==> src/rtl/output_port_receiver_pkg.sv <==
// Shared CPU definitions used by the OUT-port receiver and the datapath stages.
package output_port_receiver_pkg;

    // Width of one CPU datapath word, shared with the EXM and write-back stages.
    localparam int CPU_DATA_WIDTH  = 16;

    // Default number of buffered OUT writes.
    localparam int PORT_FIFO_DEPTH = 4;

endpackage

==> src/rtl/output_port_receiver_sync_fifo.sv <==
// Generic show-ahead synchronous FIFO. Full/empty are decoded from the
// occupancy counter, so pointers can wrap freely without an extra bit.
module sync_fifo #(
    parameter  int WIDTH = 16,
    parameter  int DEPTH = 4,
    localparam int PTR_W = $clog2(DEPTH),
    localparam int CNT_W = PTR_W + 1
) (
    input  logic             clk,
    input  logic             rst_n,
    input  logic             push,
    input  logic             pop,
    input  logic [WIDTH-1:0] wdata,
    output logic [WIDTH-1:0] rdata,
    output logic [CNT_W-1:0] count,
    output logic             full,
    output logic             empty
);

    localparam logic [PTR_W-1:0] PTR_ONE  = PTR_W'(1);
    localparam logic [CNT_W-1:0] CNT_ONE  = CNT_W'(1);
    localparam logic [CNT_W-1:0] CNT_FULL = CNT_W'(DEPTH);

    logic [WIDTH-1:0] mem_r [DEPTH];
    logic [PTR_W-1:0] wr_ptr_r;
    logic [PTR_W-1:0] rd_ptr_r;
    logic [CNT_W-1:0] count_r;
    logic             pop_s;
    logic             push_s;

    // Guard the strobes so the FIFO can never underflow or overwrite live data.
    always_comb begin
        pop_s  = pop & ~empty;
        push_s = push & (~full | pop_s);
    end

    // Storage is not reset; entries beyond the count are never observed.
    always_ff @(posedge clk) begin
        if (push_s) begin
            mem_r[wr_ptr_r] <= wdata;
        end
    end

    // Pointer and occupancy bookkeeping.
    always_ff @(posedge clk or negedge rst_n) begin
        if (!rst_n) begin
            wr_ptr_r <= {PTR_W{1'b0}};
            rd_ptr_r <= {PTR_W{1'b0}};
            count_r  <= {CNT_W{1'b0}};
        end else begin
            if (push_s) begin
                wr_ptr_r <= wr_ptr_r + PTR_ONE;
            end
            if (pop_s) begin
                rd_ptr_r <= rd_ptr_r + PTR_ONE;
            end
            case ({push_s, pop_s})
                2'b10:   count_r <= count_r + CNT_ONE;
                2'b01:   count_r <= count_r - CNT_ONE;
                default: count_r <= count_r;
            endcase
        end
    end

    // Status and head-of-queue decode from registered state only.
    always_comb begin
        rdata = mem_r[rd_ptr_r];
        count = count_r;
        full  = (count_r == CNT_FULL);
        empty = (count_r == {CNT_W{1'b0}});
    end

endmodule

==> src/rtl/output_port_receiver.sv <==
// Receiving end of the CPU OUT instruction path: buffers OUT writes, drains
// them over valid/ready, and tracks the last accepted value and drops.
module output_port_receiver
    import output_port_receiver_pkg::*;
#(
    parameter  int DATA_WIDTH = CPU_DATA_WIDTH,
    parameter  int DEPTH      = PORT_FIFO_DEPTH,
    localparam int CNT_W      = $clog2(DEPTH) + 1
) (
    input  logic                  i_clk,
    input  logic                  i_reset,
    input  logic                  i_out_write,
    input  logic [DATA_WIDTH-1:0] i_out_data,
    output logic                  o_full,
    output logic                  o_port_valid,
    output logic [DATA_WIDTH-1:0] o_port_data,
    input  logic                  i_port_ready,
    output logic [DATA_WIDTH-1:0] o_last_value,
    output logic [CNT_W-1:0]      o_count,
    output logic                  o_overflow,
    input  logic                  i_clear_overflow
);

    logic                  full_s;
    logic                  empty_s;
    logic                  valid_s;
    logic                  push_s;
    logic                  pop_s;
    logic                  drop_s;
    logic [DATA_WIDTH-1:0] head_s;
    logic [CNT_W-1:0]      count_s;
    logic [DATA_WIDTH-1:0] last_value_r;
    logic                  overflow_r;

    // Handshake qualification; a full FIFO still accepts a write when the head leaves.
    always_comb begin
        valid_s = ~empty_s;
        pop_s   = valid_s & i_port_ready;
        push_s  = i_out_write & (~full_s | pop_s);
        drop_s  = i_out_write & full_s & ~pop_s;
    end

    sync_fifo #(
        .WIDTH (DATA_WIDTH),
        .DEPTH (DEPTH)
    ) u_fifo (
        .clk   (i_clk),
        .rst_n (i_reset),
        .push  (push_s),
        .pop   (pop_s),
        .wdata (i_out_data),
        .rdata (head_s),
        .count (count_s),
        .full  (full_s),
        .empty (empty_s)
    );

    // Visible port register: follows every accepted OUT write.
    always_ff @(posedge i_clk or negedge i_reset) begin
        if (!i_reset) begin
            last_value_r <= {DATA_WIDTH{1'b0}};
        end else if (push_s) begin
            last_value_r <= i_out_data;
        end else begin
            last_value_r <= last_value_r;
        end
    end

    // Sticky drop flag; a new drop takes priority over a clear in the same cycle.
    always_ff @(posedge i_clk or negedge i_reset) begin
        if (!i_reset) begin
            overflow_r <= 1'b0;
        end else if (drop_s) begin
            overflow_r <= 1'b1;
        end else if (i_clear_overflow) begin
            overflow_r <= 1'b0;
        end else begin
            overflow_r <= overflow_r;
        end
    end

    // Output drive; head data is forced to zero while nothing is buffered.
    always_comb begin
        o_full       = full_s;
        o_port_valid = valid_s;
        o_count      = count_s;
        o_last_value = last_value_r;
        o_overflow   = overflow_r;
        if (valid_s) begin
            o_port_data = head_s;
        end else begin
            o_port_data = {DATA_WIDTH{1'b0}};
        end
    end

endmodule

==> config.mk <==
export PLATFORM = sky130hd
export DESIGN_NAME = output_port_receiver
export DESIGN_NICKNAME = d
export VERILOG_FILES = /design/src/rtl/output_port_receiver_pkg.sv /design/src/rtl/output_port_receiver_sync_fifo.sv /design/src/rtl/output_port_receiver.sv
export SDC_FILE = /design/constraint.sdc
export NUM_CORES = 1
export LEC_CHECK = 0
export ABC_AREA = 1
export BUFFER_PORTS_ARGS = -buffer_cell sky130_fd_sc_hd__buf_2
export CORE_MARGIN = 4
export CORE_UTILIZATION = 50
export DETAILED_ROUTE_END_ITERATION = 16
export PLACE_DENSITY = 0.69
export RECOVER_POWER = 50
export SLEW_MARGIN = 20
export SYNTH_ARGS = -nofsm -noshare
export SYNTH_HDL_FRONTEND = slang
export SYNTH_SLANG_ARGS = --single-unit
==> constraint.sdc <==
create_clock -name i_clk -period 3.2 [get_ports i_clk]
set_clock_uncertainty 0.05 [all_clocks]
set_input_delay 0.32 -clock i_clk [delete_from_list [all_inputs] [get_ports i_clk]]
set_output_delay 0.32 -clock i_clk [all_outputs]
set_load 0.02 [all_outputs]
==> flow_summary.toml, run 1 <==
[grt]
grt_pass1_vias = 2505
grt_pass1_wl_um = 12650
antenna_found_initial = 0
grt_max_degree = 34
gr-usage-all-layers_pct = 18.78
overflow = 0

[setup_path]
r2r-start = "u_fifo.count[0]$_DFFE_PN0P_"
cp_data_arrival_time_ps = 2860
cp-end-kind = "register"
critPathLaunchType = "register"
path_common_cell = "nand2_1"
slowest_delay_ps = 490
slowest_stage = "nand2_2"
worstSetupPathType = "reg2reg"
cp_cell_sequence = "nor2_2, nand3_2, nand2_2, ha_1, inv_1, fa_1, nand2_1, nand3_1, nand2_1, nand2_1"
cp_max_fo = 23
r2r_slack_ps = 550
worst_r2r_path_depth = 10
crit_required_ps = 3410
reg2reg_to = "u_fifo.count[2]$_DFFE_PN0P_"
crit_start = "u_fifo.count[0]$_DFFE_PN0P_"
worstSetupEndpoint = "u_fifo.count[2]$_DFFE_PN0P_"

[final_layout]
nNetsFinal = 472
final_cells = 549
syn2layout_area_growth_pct = 13.54
antenna_cells = 0
drive_gt1_share_pct = 11.56
mostFrequentLayoutCells = "nand2_1 (111), inv_1 (81), edfxtp_1 (64)"
final_common_cell = "nand2_1"

[power]
switchingPower_mw = 1.601
switching_share_pct = 40.62
ir_drop_mv = 0.5663
internal-power_mw = 2.339
p_clk_share_pct = 20.2
pwr-share-seq_pct = 40.5
powerDensity_nw_per_um2 = 893.8
p_leak_nw = 2.070
comb_power_share_pct = 39.3

[placement]
io_buffers = 58
dp_cells = 532
dp_slack_ps = 613.4
gp_congestion = 0.8081
dpl.hpwl_um = 5180

[synthesis]
synth_area_um2 = 3882
ys_types = 21
yosys_warnings = 0
synth_nets = 413
synth_seq_cells = 88
synthCells = 386
syn_area_per_cell_um2 = 10.06
seq_area_frac_synth_pct = 64.97

[clock_tree]
cts_buffers = 9
cts_htree_levels = 3
clockBufferDepth = 2
cts_root_buffer = "clkbuf_8"
ctsResizeCount = 0
cts_tree = "built"
insertion_delay_ps = 360
cts.sinks = 88
clk_pin_slew_ps = 90

[routing]
drt_iter0_markers = 151
vias_per_cell = 4.741
wl_um = 7879
wl_per_cell_um = 14.35
route.detailed.drc = 0
dr_total_vias = 2603
drtAntennaViolNets = 0
firstDrtPassIters = 4

[sta]
fin_crit_ps = 2652
setup_viol = 0
worst_pin_slew_ps = 1269
tns_ps = 0
min_period_over_period_pct = 82.87
rsz0062_at_grt = "false"
finalHoldViolations = 0
slew_headroom_pct = 15.40
maxSlewViolCount = 0
max_freq_mhz = 377.1
layout_setup_ws_ps = 548.3

[floorplan]
placementRows = 31
core_area_um2 = 7408
start_util_pct = 52.41
die_height_um = 96.12
io_pins = 59
dieWidth_um = 96.12
dieArea_um2 = 9239

[worst_hold_path]
hp-class = "in2reg"
hold_start = "i_clear_overflow"

[status]
status = "finished, final reports clean"

[run]
max_cap_viol_count = 0
## through the flow
step | total power [mW] | util [%] | hold WS [ps] | cell area [um^2]
after floorplan | 2.729 | - | -25.59 | 3882
after global placement | 3.162 | 56.98 | 282.7 | 4222
after detailed placement | 3.198 | 56.98 | 282.9 | 4222
after CTS | 3.989 | 60.09 | 92.74 | 4452
after global routing | 4.221 | 59.50 | 79.77 | 4408
final | 3.940 | 59.50 | 103.8 | 4408
## cell families (layout without fill, tap and decap cells)
| group | Yosys count | after routing | synth area share (%) |
|---|---|---|---|
| simple gates | 171 | 171 | 18.69 |
| buf+inv | 100 | 164 | 11.12 |
| flops | 88 | 88 | 64.97 |
| compound gates | 19 | 19 | 2.643 |
| fa+ha+maj | 6 | 6 | 2.127 |
| xor+xnor | 2 | 2 | 0.4513 |
## layout make-up
type | count | area [um^2]
fill | 631 | 3000
sequential | 88 | 2522
timing repair buffer | 65 | 301.5
tap | 99 | 123.9
clock buffer | 12 | 187.7
clock inverter | 4 | 32.53
multi-input combinational | 198 | 928.4
inverter | 83 | 311.5
## worst max-delay path: cells and delay by family (launching register included)
| kind | cells | cell delay (ps) |
|---|---|---|
| buf+inv | 1 | 70 |
| flops | 1 | 450 |
| simple gates | 7 | 1330 |
| fa+ha+maj | 2 | 640 |
## metal layers
metal / vias up / wire length, um / track usage, %
met5: - / 0 / 0
li1: 1328 / - / -
met1: 1195 / 3643 / 26.01
met2: 66 / 3665 / 28.35
met4: 0 / 142 / 7.346
met3: 14 / 427 / 4.848
## worst min path at each step
stage	end	slack (ps)	cells after the start
2_1_floorplan	o_last_value[0]$_DFFE_PN0P_	-30	0
3_3_place_gp	o_last_value[7]$_DFFE_PN0P_	280	1
3_5_place_dp	o_last_value[9]$_DFFE_PN0P_	280	1
4_1_cts	o_overflow$_DFFE_PN0P_	90	2
5_1_grt	o_overflow$_DFFE_PN0P_	80	2
6_report	o_overflow$_DFFE_PN0P_	100	2
## registers in the layout (all words and copies together), names as in the netlist
name             flops
u_fifo.mem_r        64
u_fifo.rd_ptr_r      2
u_fifo.wr_ptr_r      2
o_overflow           1
o_last_value        16
u_fifo.count         3
## synth_stat cells (all sizes together)
cell type	number	area, um^2
nand3	52	270.3
nor2	5	21.27
buf	17	120.1
nand2	112	422.9
edfxtp	64	1922
nand4	1	6.260
dfrtp	24	600.6
o22ai	1	12.51
ha	5	62.56
nor3	1	5.000
inv	83	311.6
a21oi	16	80.08
o21ai	2	10.01
fa	1	20.02
xnor2	2	17.52
## repair_timing
item / CTS / global route
hold endpoints to repair: 24 / 0
hold buffers: 1 / 0
setup buffers: 0 / 0
endpoints found under the setup margin: 0 / 0
## power by group through the flow
stage	Sequential [mW]	Combinational, mW	Clock, mW
final	1.59	1.55	0.797
after global routing	1.62	1.73	0.866
after CTS	1.60	1.59	0.806
after detailed placement	1.62	1.58	0
after global placement	1.61	1.55	0
after floorplan	1.65	1.08	0
Note: power is estimated with default switching activity, not from simulation.
==> run 2: changes to the inputs <==
==> constraint.sdc (replaced) <==
create_clock -name i_clk -period 2.5 [get_ports i_clk]
set_clock_uncertainty 0.05 [all_clocks]
set_input_delay 0.25 -clock i_clk [delete_from_list [all_inputs] [get_ports i_clk]]
set_output_delay 0.25 -clock i_clk [all_outputs]
set_load 0.02 [all_outputs]
==> run 2 against run 1 <==
Against the previous run: routed wire length is 2.3% lower; die area stayed put; non-clock buffer count is 2 higher; clock power is 36% higher; cell count is 0.36% higher; critical path depth is 6 lower; flip-flop and latch count stayed put; critical path type is now reg2out; final area is 0.57% higher; hold slack worse by 46 ps.
==> flow_summary.toml, run 2 (synthesized netlist as in run 1, its figures left out) <==
[final_layout]
largest_register_ffs = 64
syn2layout_area_growth_pct = 14.18
final_common_cell = "nand2_1"
nFillCells = 611
drive_gt1_share_pct = 11.50
mostFrequentLayoutCells = "nand2_1 (111), inv_1 (81), edfxtp_1 (64)"
top_register = "u_fifo.mem_r"
nNetsFinal = 474
antenna_cells = 0

[setup_path]
slowest_stage = "inv_1"
slowest_delay_ps = 460
critPathBufInv = 2
cp_data_arrival_time_ps = 1750
path_delay_family = "buffers and inverters"
crit_required_ps = 2200
cp_cell_sequence = "inv_1, nand3_1, a21oi_1, buf_2"
cp-end-kind = "output pin"
critPathLaunchType = "register"
worstSetupPathType = "reg2out"
cp_max_fo = 16

[routing]
wl_um = 7701
firstDrtPassIters = 4
drtAntennaViolNets = 0
route.detailed.drc = 0
drt_iter0_markers = 203
wl_per_cell_um = 13.98
dr_total_vias = 2653
vias_per_cell = 4.815

[worst_hold_path]
hp-class = "in2reg"

[grt]
antenna_found_initial = 0
grt_pass1_wl_um = 12610
gr-usage-all-layers_pct = 18.36
grt_max_degree = 35
overflow = 0
grt_pass1_vias = 2536

[sta]
setup_viol = 0
holdWs_ps = 58.20
rsz0062_at_grt = "false"
finalHoldViolations = 0
min_period_over_period_pct = 82.10
tns_ps = 0
maxSlewViolCount = 0
slew_headroom_pct = 15.23
worst_pin_slew_ps = 1271
fin_crit_ps = 2053
max_freq_mhz = 487.2

[clock_tree]
cts.sinks = 88
clockBufferDepth = 2
cts_root_buffer = "clkbuf_8"
cts_setup_buffers = 0
insertion_delay_ps = 340
cts_tree = "built"
ctsResizeCount = 0
cts_buffers = 9
cts_htree_levels = 3
clk_pin_slew_ps = 80

[floorplan]
placementRows = 31
io_pins = 59
die_height_um = 96.12
start_util_pct = 52.41
core_area_um2 = 7408
dieArea_um2 = 9239
dieWidth_um = 96.12

[power]
powerDensity_nw_per_um2 = 1153
ir_drop_mv = 0.6800
p_leak_nw = 2.090

[placement]
dpl.hpwl_um = 4941
io_buffers = 58
gp_congestion = 0.7658

[status]
status = "finished, final reports clean"

[run]
max_cap_viol_count = 0
==> run 2: stage by stage <==
| step | total power, mW | cells | worst slack, ps | utilization, % | cell area, um^2 |
|---|---|---|---|---|---|
| finish | 5.111 | 551 | 447.4 | 59.84 | 4433 |
| global placement | 4.043 | 534 | 705.5 | 57.19 | 4237 |
| detailed placement | 4.095 | 534 | 606.3 | 57.19 | 4237 |
| global route | 5.476 | 551 | 340.6 | 59.84 | 4433 |
| floorplan | 3.493 | 386 | 447.4 | - | 3882 |
| CTS | 5.175 | 551 | 428.1 | 60.50 | 4482 |
==> run 2: routing by layer <==
layer / global-route usage [%] / vias to the layer above / part of all wire (%)
li1: - / 1332 / -
met1: 24.99 / 1237 / 43
met2: 29.10 / 77 / 49
met5: 0 / - / 0
met3: 4.457 / 7 / 6.9
met4: 5.806 / 0 / 0.74
==> run 2: worst paths after layout <==
path / start / end / slack, ps / depth (start not counted)
max in group asynchronous: i_reset / u_fifo.rd_ptr_r[1]$_DFFE_PN0P_ / 1000 / 2
min reg2reg: o_last_value[0]$_DFFE_PN0P_ / o_last_value[0]$_DFFE_PN0P_ / 420 / 2
max reg2reg: u_fifo.count[0]$_DFFE_PN0P_ / u_fifo.count[1]$_DFFE_PN0P_ / 500 / 8
min: i_clear_overflow / o_overflow$_DFFE_PN0P_ / 60 / 2
max: u_fifo.rd_ptr_r[1]$_DFFE_PN0P_ / o_port_data[13] / 450 / 4
min in group asynchronous: i_reset / o_last_value[7]$_DFFE_PN0P_ / 640 / 2
==> run 2: final cells by class <==
class                           instances  area (um^2)  share of cell area (%)
Timing Repair Buffer                   67        314.1                   7.084
Tap cell                               99        123.9                   2.794
Inverter                               83        311.5                   7.028
Sequential cell                        88         2522                   56.90
Multi-Input combinational cell        198        925.9                   20.89
Clock buffer                           13        191.4                   4.318
Clock inverter                          3        43.79                  0.9879
==> run 2: where the power goes <==
| part | internal [mW] | total [mW] | switching (mW) |
|---|---|---|---|
| logic | 0.609 | 2.04 | 1.43 |
| clock network | 0.612 | 1.08 | 0.469 |
| registers | 1.88 | 1.99 | 0.115 |
==> run 2: repair_timing <==
action	in CTS	in global routing
hold buffers	1	0
endpoints found under the hold margin	24	0
setup endpoints to repair	0	0
